[src/rtl/memory_stage.sv]
// memory_stage: pipeline stage between execute and write-back of the 16-bit core.
// Registers the EX result and control, runs one data-memory access per instruction
// over a req/ack port (load, store, push, pop), owns the stack pointer and hands
// exactly one result per instruction to WB.
//
// Optional build macro: STACK_GUARD_EN
//   When defined, adds output stack_err and blocks pushes at SP==0 and pops at
//   SP==SP_RESET. The blocked instruction skips memory and retires with
//   out_reg_write=0.
//   When undefined, SP wraps modulo 2^ADDR_W.
//
// Ports
//   clk, rst                    clock, synchronous active-low reset
//   in_valid / in_ready         instruction handshake from EX
//   alu_out, store_data         EX result / address and write data
//   mem_read, mem_write,
//   push, pop                   memory operation flags
//                               (priority push > pop > mem_write > mem_read)
//   reg_write, rdst             register write-back control
//   dm_req, dm_we, dm_addr,
//   dm_wdata                    data-memory request, held until dm_ack
//   dm_rdata, dm_ack            data-memory response
//   out_valid, out_data,
//   out_rdst, out_reg_write     one-cycle result to WB
//   stack_err                   guard violation pulse (STACK_GUARD_EN only)
//   sp                          current stack pointer
module memory_stage #(
  parameter int unsigned       DATA_W   = 16,
  parameter int unsigned       ADDR_W   = 16,
  parameter logic [ADDR_W-1:0] SP_RESET = ADDR_W'(16'hFFFF)
) (
  input  logic              clk,
  input  logic              rst,
  input  logic              in_valid,
  output logic              in_ready,
  input  logic [DATA_W-1:0] alu_out,
  input  logic [DATA_W-1:0] store_data,
  input  logic              mem_read,
  input  logic              mem_write,
  input  logic              push,
  input  logic              pop,
  input  logic              reg_write,
  input  logic [2:0]        rdst,
  output logic              dm_req,
  output logic              dm_we,
  output logic [ADDR_W-1:0] dm_addr,
  output logic [DATA_W-1:0] dm_wdata,
  input  logic [DATA_W-1:0] dm_rdata,
  input  logic              dm_ack,
  output logic              out_valid,
  output logic [DATA_W-1:0] out_data,
  output logic [2:0]        out_rdst,
  output logic              out_reg_write,
`ifdef STACK_GUARD_EN
  output logic              stack_err,
`endif
  output logic [ADDR_W-1:0] sp
);

  typedef enum logic [1:0] {S_IDLE, S_ACCESS, S_RESP} state_t;
  typedef enum logic [2:0] {OP_NONE, OP_PUSH, OP_POP, OP_WR, OP_RD} op_t;

  state_t            r_state, w_state_nxt;
  op_t               r_op, w_op_nxt, w_op_dec;
  logic [ADDR_W-1:0] r_sp, w_sp_nxt;
  logic              r_in_ready, w_in_ready_nxt;
  logic              r_dm_req, w_dm_req_nxt;
  logic              r_dm_we, w_dm_we_nxt;
  logic [ADDR_W-1:0] r_dm_addr, w_dm_addr_nxt;
  logic [DATA_W-1:0] r_dm_wdata, w_dm_wdata_nxt;
  logic              r_out_valid, w_out_valid_nxt;
  logic [DATA_W-1:0] r_out_data, w_out_data_nxt;
  logic [2:0]        r_out_rdst, w_out_rdst_nxt;
  logic              r_out_reg_write, w_out_reg_write_nxt;
  logic              r_reg_write, w_reg_write_nxt;
  logic [DATA_W-1:0] r_alu, w_alu_nxt;
  logic              w_accept;
  logic              w_guard;
`ifdef STACK_GUARD_EN
  logic              r_stack_err, w_stack_err_nxt;
`endif

  // r_in_ready mirrors "state is IDLE", so it doubles as the accept qualifier
  assign w_accept = in_valid & r_in_ready;

  // Operation decode with fixed priority; lower-priority flags are dropped
  always_comb begin
    w_op_dec = OP_NONE;
    if (push)           w_op_dec = OP_PUSH;
    else if (pop)       w_op_dec = OP_POP;
    else if (mem_write) w_op_dec = OP_WR;
    else if (mem_read)  w_op_dec = OP_RD;
  end

  // Stack guard: an overflowing push or underflowing pop never reaches memory
  always_comb begin
    w_guard = 1'b0;
`ifdef STACK_GUARD_EN
    w_guard = ((w_op_dec == OP_PUSH) && (r_sp == '0)) ||
              ((w_op_dec == OP_POP)  && (r_sp == SP_RESET));
`endif
  end

  // Next-state and next-output logic
  always_comb begin
    w_state_nxt         = r_state;
    w_op_nxt            = r_op;
    w_sp_nxt            = r_sp;
    w_dm_req_nxt        = r_dm_req;
    w_dm_we_nxt         = r_dm_we;
    w_dm_addr_nxt       = r_dm_addr;
    w_dm_wdata_nxt      = r_dm_wdata;
    w_out_valid_nxt     = 1'b0;
    w_out_data_nxt      = r_out_data;
    w_out_rdst_nxt      = r_out_rdst;
    w_out_reg_write_nxt = 1'b0;
    w_reg_write_nxt     = r_reg_write;
    w_alu_nxt           = r_alu;
`ifdef STACK_GUARD_EN
    w_stack_err_nxt     = 1'b0;
`endif

    unique case (r_state)
      S_IDLE: begin
        if (w_accept) begin
          w_op_nxt        = w_op_dec;
          w_alu_nxt       = alu_out;
          w_reg_write_nxt = reg_write;
          w_out_rdst_nxt  = rdst;
          if ((w_op_dec == OP_NONE) || w_guard) begin
            // No memory work: retire straight from RESP next cycle
            w_state_nxt         = S_RESP;
            w_out_valid_nxt     = 1'b1;
            w_out_data_nxt      = alu_out;
            w_out_reg_write_nxt = reg_write & ~w_guard;
`ifdef STACK_GUARD_EN
            w_stack_err_nxt     = w_guard;
`endif
          end else begin
            w_state_nxt    = S_ACCESS;
            w_dm_req_nxt   = 1'b1;
            w_dm_we_nxt    = (w_op_dec == OP_PUSH) || (w_op_dec == OP_WR);
            w_dm_wdata_nxt = store_data;
            unique case (w_op_dec)
              OP_PUSH: w_dm_addr_nxt = r_sp;
              OP_POP:  w_dm_addr_nxt = r_sp + ADDR_W'(1);
              default: w_dm_addr_nxt = ADDR_W'(alu_out);
            endcase
          end
        end
      end
      S_ACCESS: begin
        // Request fields stay frozen until the ack
        if (dm_ack) begin
          w_state_nxt         = S_RESP;
          w_dm_req_nxt        = 1'b0;
          w_out_valid_nxt     = 1'b1;
          w_out_reg_write_nxt = r_reg_write;
          if ((r_op == OP_RD) || (r_op == OP_POP)) w_out_data_nxt = dm_rdata;
          else                                    w_out_data_nxt = r_alu;
          if (r_op == OP_PUSH)     w_sp_nxt = r_sp - ADDR_W'(1);
          else if (r_op == OP_POP) w_sp_nxt = r_sp + ADDR_W'(1);
        end
      end
      S_RESP:  w_state_nxt = S_IDLE;
      default: w_state_nxt = S_IDLE;
    endcase

    w_in_ready_nxt = (w_state_nxt == S_IDLE);
  end

  // State and output registers; reset abandons any in-flight access
  always_ff @(posedge clk) begin
    if (!rst) begin
      r_state         <= S_IDLE;
      r_op            <= OP_NONE;
      r_sp            <= SP_RESET;
      r_in_ready      <= 1'b1;
      r_dm_req        <= 1'b0;
      r_dm_we         <= 1'b0;
      r_dm_addr       <= '0;
      r_dm_wdata      <= '0;
      r_out_valid     <= 1'b0;
      r_out_data      <= '0;
      r_out_rdst      <= '0;
      r_out_reg_write <= 1'b0;
      r_reg_write     <= 1'b0;
      r_alu           <= '0;
`ifdef STACK_GUARD_EN
      r_stack_err     <= 1'b0;
`endif
    end else begin
      r_state         <= w_state_nxt;
      r_op            <= w_op_nxt;
      r_sp            <= w_sp_nxt;
      r_in_ready      <= w_in_ready_nxt;
      r_dm_req        <= w_dm_req_nxt;
      r_dm_we         <= w_dm_we_nxt;
      r_dm_addr       <= w_dm_addr_nxt;
      r_dm_wdata      <= w_dm_wdata_nxt;
      r_out_valid     <= w_out_valid_nxt;
      r_out_data      <= w_out_data_nxt;
      r_out_rdst      <= w_out_rdst_nxt;
      r_out_reg_write <= w_out_reg_write_nxt;
      r_reg_write     <= w_reg_write_nxt;
      r_alu           <= w_alu_nxt;
`ifdef STACK_GUARD_EN
      r_stack_err     <= w_stack_err_nxt;
`endif
    end
  end

  assign in_ready      = r_in_ready;
  assign dm_req        = r_dm_req;
  assign dm_we         = r_dm_we;
  assign dm_addr       = r_dm_addr;
  assign dm_wdata      = r_dm_wdata;
  assign out_valid     = r_out_valid;
  assign out_data      = r_out_data;
  assign out_rdst      = r_out_rdst;
  assign out_reg_write = r_out_reg_write;
  assign sp            = r_sp;
`ifdef STACK_GUARD_EN
  assign stack_err     = r_stack_err;
`endif

endmodule

[config.mk]
export PLATFORM = sky130hd
export DESIGN_NAME = memory_stage
export DESIGN_NICKNAME = d
export VERILOG_FILES = /design/src/rtl/memory_stage.sv
export SDC_FILE = /design/constraint.sdc
export NUM_CORES = 1
export LEC_CHECK = 0
export CORE_ASPECT_RATIO = 0.6
export CORE_MARGIN = 2
export CORE_UTILIZATION = 37
export CTS_CLUSTER_DIAMETER = 200
export DETAILED_ROUTE_END_ITERATION = 8
export PLACE_DENSITY = 0.68
export SKIP_CTS_REPAIR_TIMING = 1
export SYNTH_ARGS = -nofsm -noshare
export SYNTH_HDL_FRONTEND = slang
export SYNTH_SLANG_ARGS = --single-unit
[constraint.sdc]
create_clock -name clk -period 2 [get_ports clk]
set_input_delay 0.4 -clock clk [delete_from_list [all_inputs] [get_ports clk]]
set_output_delay 0.4 -clock clk [all_outputs]
set_load 0.03 [all_outputs]
### After elaboration in Yosys (flattened, before gate mapping)

Index checks and enable logic that the tools add are counted.

| operators by class | value |
|---|---|
| bitwise operators | 2 |
| $add $sub $neg | 2 |
| equal/unequal tests | 11 |
| reduce and logical (&&, ||, !) cells | 12 |
| muxes and demuxes | 28 |

Operators by type and width:

| kind | count |
|---|---|
| $mux 16 | 6 |
| $pmux 16 s2 | 2 |
| $add 16x1->16 const B | 1 |
| $sub 16x1->16 const B | 1 |
| $mux 3 | 4 |
| $eq 3x2->1 const B | 3 |
| $mux 1 | 9 |
| $ne 2x2->1 const B | 4 |
| $reduce_and 4->1 | 2 |
| $eq 3x1->1 const B | 2 |
| $mux 2 | 3 |
| $pmux 1 s2 | 3 |
| $reduce_and 3->1 | 2 |
| $logic_not 2->1 | 2 |
| $pmux 2 s2 | 1 |
| $reduce_bool 2->1 | 2 |
| $eq 3x3->1 const B | 1 |
| $logic_not 3->1 | 1 |
| $eq 2x1->1 const B | 1 |
| $logic_or 1x1->1 | 2 |
| $reduce_and 2->1 | 1 |
| $and 1x1->1 | 1 |
| $not 1->1 | 1 |

| storage, ports and cells | value |
|---|---|
| flip-flop bits (word level) | 94 |
| output and inout port bits | 72 |

### Depth between registers and ports, before layout

Gate-level depths: netlist of run 1.

| depth | value |
|---|---|
| depth in word-level cells | 9 |
| mapped depth | 8 |
| depth with buffers taken out | 7 |

### Worst setup path before layout of run 1

Ideal clock, no wire load.

| path | value |
|---|---|
| path kind | reg-to-reg |
| start | register r_sp[1] (netlist: sp[1]) |
| end | register r_dm_addr[10] (netlist: dm_addr[10]) |
| buffers on the path | 0 |
| arrival | 1.909 ns |
| slack | 0.021 ns |
| stages on the path, launching flop included | 7 |
| cell sequence | dfxtp_1 ha_1 nand3_1 or4_1 a21oi_1 a221oi_1 a21oi_1 |

| on the way | value |
|---|---|
| word-level cells in the longest chain between the ends | 2 |

RTL lines:

| element | line | text |
|---|---|---|
| from (decl) | 65 | `logic [ADDR_W-1:0] r_sp, w_sp_nxt;` |
| from (signal assigned) | 195 | `r_sp <= w_sp_nxt;` |
| $add 16x1->16 | 146 | `OP_POP: w_dm_addr_nxt = r_sp + ADDR_W'(1);` |
| $pmux 16 s2 | 144 | `unique case (w_op_dec)` |
| to (signal assigned) | 199 | `r_dm_addr <= w_dm_addr_nxt;` |
| to (decl) | 69 | `logic [ADDR_W-1:0] r_dm_addr, w_dm_addr_nxt;` |

No other way between the ends.
A chain may end at the register's enable or synchronous reset.

### Worst setup path in the final report of run 1

| path | value |
|---|---|
| start | register r_sp[9] (netlist: sp[9]) |
| end | output port sp[9] |

RTL lines:

| element | line | text |
|---|---|---|
| to (decl) | 57 | `output logic [ADDR_W-1:0] sp` |

No word-level cell between the ends.

==> results of run 1 <==
per-layer routing:
metal / vias up / wire length, um / part of all wire / global-route usage
met4: 0 / 220 / 0.014 / 0.0545
li1: 2422 / - / - / -
met2: 203 / 6380 / 0.40 / 0.326
met1: 2411 / 7820 / 0.50 / 0.343
met3: 22 / 1340 / 0.085 / 0.0642
met5: - / 0 / 0 / 0
layout make-up:
class | count | area, um2
clock inverter | 4 | 36.3
tap | 170 | 213
timing repair buffer | 199 | 1880
inverter | 4 | 15.0
clock buffer | 12 | 267
fill | 1151 | 5750
sequential | 94 | 1890
multi-input combinational | 443 | 2690
final timing paths:
path / cells after the start / to / from / slack [ps]
max: 1 / sp[9] / sp[9]$_SDFFE_PN1P_ / 30
min: 2 / dm_addr[1]$_SDFFE_PN0P_ / dm_addr[1]$_SDFFE_PN0P_ / 460
max reg2reg: 8 / sp[14]$_SDFFE_PN1P_ / sp[0]$_SDFFE_PN1P_ / 100
min reg2reg: 2 / dm_addr[1]$_SDFFE_PN0P_ / dm_addr[1]$_SDFFE_PN0P_ / 460
where the power goes:
group | internal [uW] | switching (uW)
combinational | 561 | 664
clock | 964 | 780
sequential | 1990 | 90.1
layout by cell type, fill, tap and decap left out, drive strengths merged, types with 3 or more instances in the layout:
master	instances
nand2	124
clkdlybuf4s50	121
dfxtp	94
buf	69
a21boi	44
o21ai	41
a21oi	28
nor2	26
mux2i	19
nor3	19
nand3	16
a22o	16
clkbuf	12
xnor2	9
dlymetal6s2s	9
nor4	7
inv	7
nand2b	6
o211ai	6
nor2b	6
nand4	6
nor3b	5
o21a	5
o211a	5
a21o	5
or3	5
a31oi	4
a221oi	4
and2	3
o221ai	3
registers in the layout, indices dropped and copies added, names as in the netlist:
register and flops:
dm_req 1, out_reg_write 1, out_rdst 3, in_ready 1
r_state 2, r_alu 16, r_reg_write 1, dm_addr 16
out_valid 1, dm_wdata 16, r_op 3, out_data 16
dm_we 1, sp 16
metrics by stage:
step,util,worst slack (ps),std cells
finish,0.549,27.6,926
detailed placement,0.521,-213,909
floorplan,-,21.1,592
global route,0.549,5.17,926
global placement,0.521,-164,909
CTS,0.544,-179,925
logic make-up (layout without fill, tap and decap cells):
kind of cell / count (synthesis) / after routing
xor+xnor: 9 / 9
buf+inv: 55 / 219
flops: 94 / 94
simple gates: 238 / 238
fa+ha+maj: 2 / 2
mux: 21 / 21
compound gates: 173 / 173
==> run summary, run 1 <==
IO buf count = 131
Startpoint types = flip-flop
Adder-cell share of the synthesized area = 0.00524
Largest net degree at the start of global routing = 29
Hold Crit Class = flip-flop to flip-flop
Worst skew pair latency = 350 ps
H-tree levels = 3
Wire per inst = 17.0 um
Compound-Gate Fraction of Synth Area = 0.249
Max-slew violation count = 0
Sequence of cells on the critical path = clkdlybuf4s50_1
Post-synthesis cell area = 4770 um2
Core Region = 12700 um2
CP max stage delay = 730 ps
Synth unique cells = 59
Syn nets = 654
Vias = 5058
Slew @ Worst Pin = 378 ps
Simple-gate area share of the yosys netlist = 0.241
Avg Inst Size Synth = 8.06 um2
DRC Markers = 0
CTS clk-pin slew, worst paths = 70 ps
Leak = 0.00272 uW
Number of global-route vias before repair = 4854
Async SR Flop Fraction = 0
Chip height = 92.0 um
Worst hold slack = 463 ps
Global-route wire length before repair = 25.2 mm
Fin crit share = 0.986
Final TNS setup = 0 ps
Congestion Overflow GR = 0
Fin Clk Skew = 7.26 ps
Total die area = 13900 um2
Die width = 151 um
Tmin final = 1970 ps
Arr. time, crit path = 1570 ps
Final Net Count = 813
RSZ-0062 raised after global routing = no
Max transition margin = 0.748
Crit path buffers/inverters = 1
DRT antenna net count = 0
Post-synth EDFFs = 0
Synth Area in XOR/XNOR = 0.0165
# diodes = 0
CP endpoint kind = output port
Final Hold Viols = 0
Area after DPL = 6630 um2
Root Buffer = clkbuf_16
Setup violators final = 0
Outcome = completed
CTS Buf Count = 9
Ys Warns = 0
GP Congestion = 0.870
F_max = 507 MHz
Drt first pass iters = 5
WP data required = 1600 ps
Finished Cell Area = 6980 um2
Detailed-placement wirelength estimate = 11.8 mm
Synth Flop Type = dfxtp_1
Final wirelength = 15.8 mm
Starting Density = 0.375
Mux contribution to synthesized area = 0.0446
Clock Sinks = 94
Share of cells above drive strength 1 = 0.140
Initial DRC Count = 296
Total chip power = 5050 uW
Maximum vdd drop = 0.000429 V
Layout area overhead = 46.3%
I/O pins = 132
Initial antenna violation count = 0
CTS tree = done
Syn Inst Count = 592
Sequential-to-total area share from yosys stat = 0.394
Synth top area cells = dfxtp_1, nand2_1, a21boi_0
Post-synth top area share = 0.394
Slowest-stage cell, CP = clkdlybuf4s50_1
Number of synthesized register bits = 94
Vias per cell = 5.46
Critical path class = flip-flop to output port
Placement row count = 32
Most frequent cell after synthesis = nand2_1
Max Root-Sink Buffers = 2
CP max FO = 7
GRT Total Usage = 0.230
Pwr Density = 723 nW/um2
Synth cell count leaders = nand2_1, dfxtp_1, a21boi_0
Leading area contributor after synthesis = dfxtp_1
Largest family of logic cells by synthesized area = compound AO/OA/AOI/OAI gates
Number of max-cap violations = 0
Top delay family on crit path = buffers and inverters
Note: power is estimated with default switching activity, not from simulation.
==> run 2, diff against run 1 <==
Settings changed: CTS_CLUSTER_SIZE set to 28, GPL_ROUTABILITY_DRIVEN set to 0.
==> run 2 against run 1 <==
Via count fell by 1.7%; hold slack worse by 43 ps; critical path depth is the same; flip-flop and latch count is the same; first-iteration DRC count up 10%; sequential power about the same; core utilization down 0.28 points; routed wire length down 1.6%; setup slack improved by 31 ps; clock skew is 3.1 ps lower; register-to-register slack lost 20 ps; final cell count shrank 0.97%.
==> run summary, run 2 (synthesis gave the netlist of run 1 again) <==
Sequence of cells on the critical path = clkdlybuf4s50_1 (unchanged)
Max transition margin = 0.697 (was 0.748)
Register area = 1890 um2 (about the same)
Root Buffer = clkbuf_16 (unchanged)
Core Region = 12700 um2 (unchanged)
Post-route insts no fill = 917 (was 926)
Initial antenna violation count = 0 (unchanged)
Slew @ Worst Pin = 448 ps (was 378 ps)
Die width = 151 um (unchanged)
Final TNS setup = 0 ps (unchanged)
Commonest non-fill, non-tap cell in the layout = nand2_1 (unchanged)
# diodes = 0 (unchanged)
Leak = 0.00269 uW (was 0.00272 uW)
IO buf count = 131 (unchanged)
Filler Cell Count = 1170 (was 1151)
Total die area = 13900 um2 (unchanged)
Max Root-Sink Buffers = 2 (unchanged)
H-tree levels = 3 (unchanged)
Startpoint types = flip-flop (unchanged)
Worst skew pair latency = 340 ps (was 350 ps)
CTS Buf Count = 9 (unchanged)
Global-route wire length before repair = 24.1 mm (was 25.2 mm)
Starting Density = 0.375 (unchanged)
Initial DRC Count = 327 (was 296)
DRT antenna net count = 0 (unchanged)
CP max stage delay = 730 ps (about the same)
Pwr Density = 747 nW/um2 (was 723 nW/um2)
DRC Markers = 0 (unchanged)
Clock Power Share = 0.365 (was 0.345)
Sw Share = 0.290 (was 0.304)
Placement row count = 32 (unchanged)
Final wirelength = 15.5 mm (was 15.8 mm)
Fin crit share = 0.971 (was 0.986)
Layout area overhead = 45.6% (was 46.3%)
Area occupied by multi-input gates = 2690 um2 (about the same)
Clock Sinks = 94 (unchanged)
I/O pins = 132 (unchanged)
Comb power frac = 0.234 (was 0.242)
Number of global-route vias before repair = 4634 (was 4854)
Worst setup margin = 59.0 ps (was 27.6 ps)
CTS tree = done (unchanged)
Total chip power = 5190 uW (was 5050 uW)
Hold Crit Class = input port to flip-flop (was flip-flop to flip-flop)
Arr. time, crit path = 1540 ps (was 1570 ps)
Tmin final = 1940 ps (was 1970 ps)
Congestion Overflow GR = 0 (unchanged)
Vias = 4973 (was 5058)
Largest net degree at the start of global routing = 52 (was 29)
Share of cells above drive strength 1 = 0.129 (was 0.140)
Number of max-cap violations = 0 (unchanged)
Reg power frac = 0.401 (was 0.412)
CP max FO = 7 (unchanged)
Maximum vdd drop = 0.000382 V (was 0.000429 V)
F_max = 515 MHz (was 507 MHz)
P_sw = 1500 uW (was 1530 uW)
Chip height = 92.0 um (unchanged)
CP endpoint kind = output port (unchanged)
Slowest-stage cell, CP = clkdlybuf4s50_1 (unchanged)
Worst slack, placed = -219 ps (was -213 ps)
Outcome = completed (unchanged)
WP data required = 1600 ps (about the same)
Fin Clk Skew = 4.14 ps (was 7.26 ps)
Detailed-placement wirelength estimate = 11.6 mm (was 11.8 mm)
Setup violators final = 0 (unchanged)
Top delay family on crit path = buffers and inverters (unchanged)
Leading cell types in the layout, fill and taps excluded = nand2_1, clkdlybuf4s50_1, dfxtp_1 (unchanged)
Critical path class = flip-flop to output port (unchanged)
GRT Total Usage = 0.220 (was 0.230)
Internal power = 3690 uW (was 3520 uW)
Drt first pass iters = 5 (unchanged)
CTS clk-pin slew, worst paths = 70 ps (about the same)
DP Cell Count = 901 (was 909)
Crit path buffers/inverters = 1 (unchanged)
Max-slew violation count = 0 (unchanged)
Final Hold Viols = 0 (unchanged)
Vias per cell = 5.42 (was 5.46)
Final Net Count = 804 (was 813)
Wire per inst = 16.9 um (was 17.0 um)
==> run 2: changes by cell type in the layout (fill, tap and decap cells not counted), sizes merged <==
cell    change
inv         -2
buf         -9
bufinv      +2
==> run 2: per-stage QoR <==
| step | cell area (um2) | hold WS (ps) | utilization |
|---|---|---|---|
| 2_1_floorplan | 4770 | 443 | - |
| 3_3_place_gp | 6580 | 449 | 0.517 |
| 3_5_place_dp | 6580 | 456 | 0.517 |
| 4_1_cts | 6910 | 421 | 0.542 |
| 5_1_grt | 6950 | 431 | 0.546 |
| 6_report | 6950 | 419 | 0.546 |
==> run 2: power by group through the flow <==
stage | Combinational (uW) | Sequential [uW] | Clock, uW
finish | 1210 | 2080 | 1900
global route | 1310 | 2090 | 2010
CTS | 1210 | 2080 | 1930
detailed placement | 1200 | 2120 | 0
global placement | 1180 | 2110 | 0
floorplan | 498 | 2270 | 0
==> run 2: final timing paths <==
| kind | start | to | slack [ps] | cells after the start |
|---|---|---|---|---|
| max | sp[14]$_SDFFE_PN1P_ | sp[14] | 60 | 1 |
| min | rst | r_state[0]$_SDFF_PN0_ | 420 | 2 |
| max reg2reg | sp[2]$_SDFFE_PN1P_ | sp[9]$_SDFFE_PN1P_ | 80 | 6 |
| min reg2reg | dm_wdata[11]$_SDFFE_PN0P_ | dm_wdata[11]$_SDFFE_PN0P_ | 460 | 2 |
==> run 2: cell type report <==
type,instances,share of cell area
Multi-Input combinational cell,443,0.387
Sequential cell,94,0.272
Timing Repair Buffer,190,0.262
Clock buffer,12,0.0355
Tap cell,170,0.0306
Clock inverter,4,0.0113
Inverter,4,0.00216
==> run 2: per-layer routing <==
layer / vias to the layer above / routed length [um] / global-route usage
li1: 2396 / - / -
met1: 2315 / 7470 / 0.320
met2: 239 / 6310 / 0.314
met3: 23 / 1550 / 0.0682
met4: 0 / 177 / 0.0506
met5: - / 0 / 0
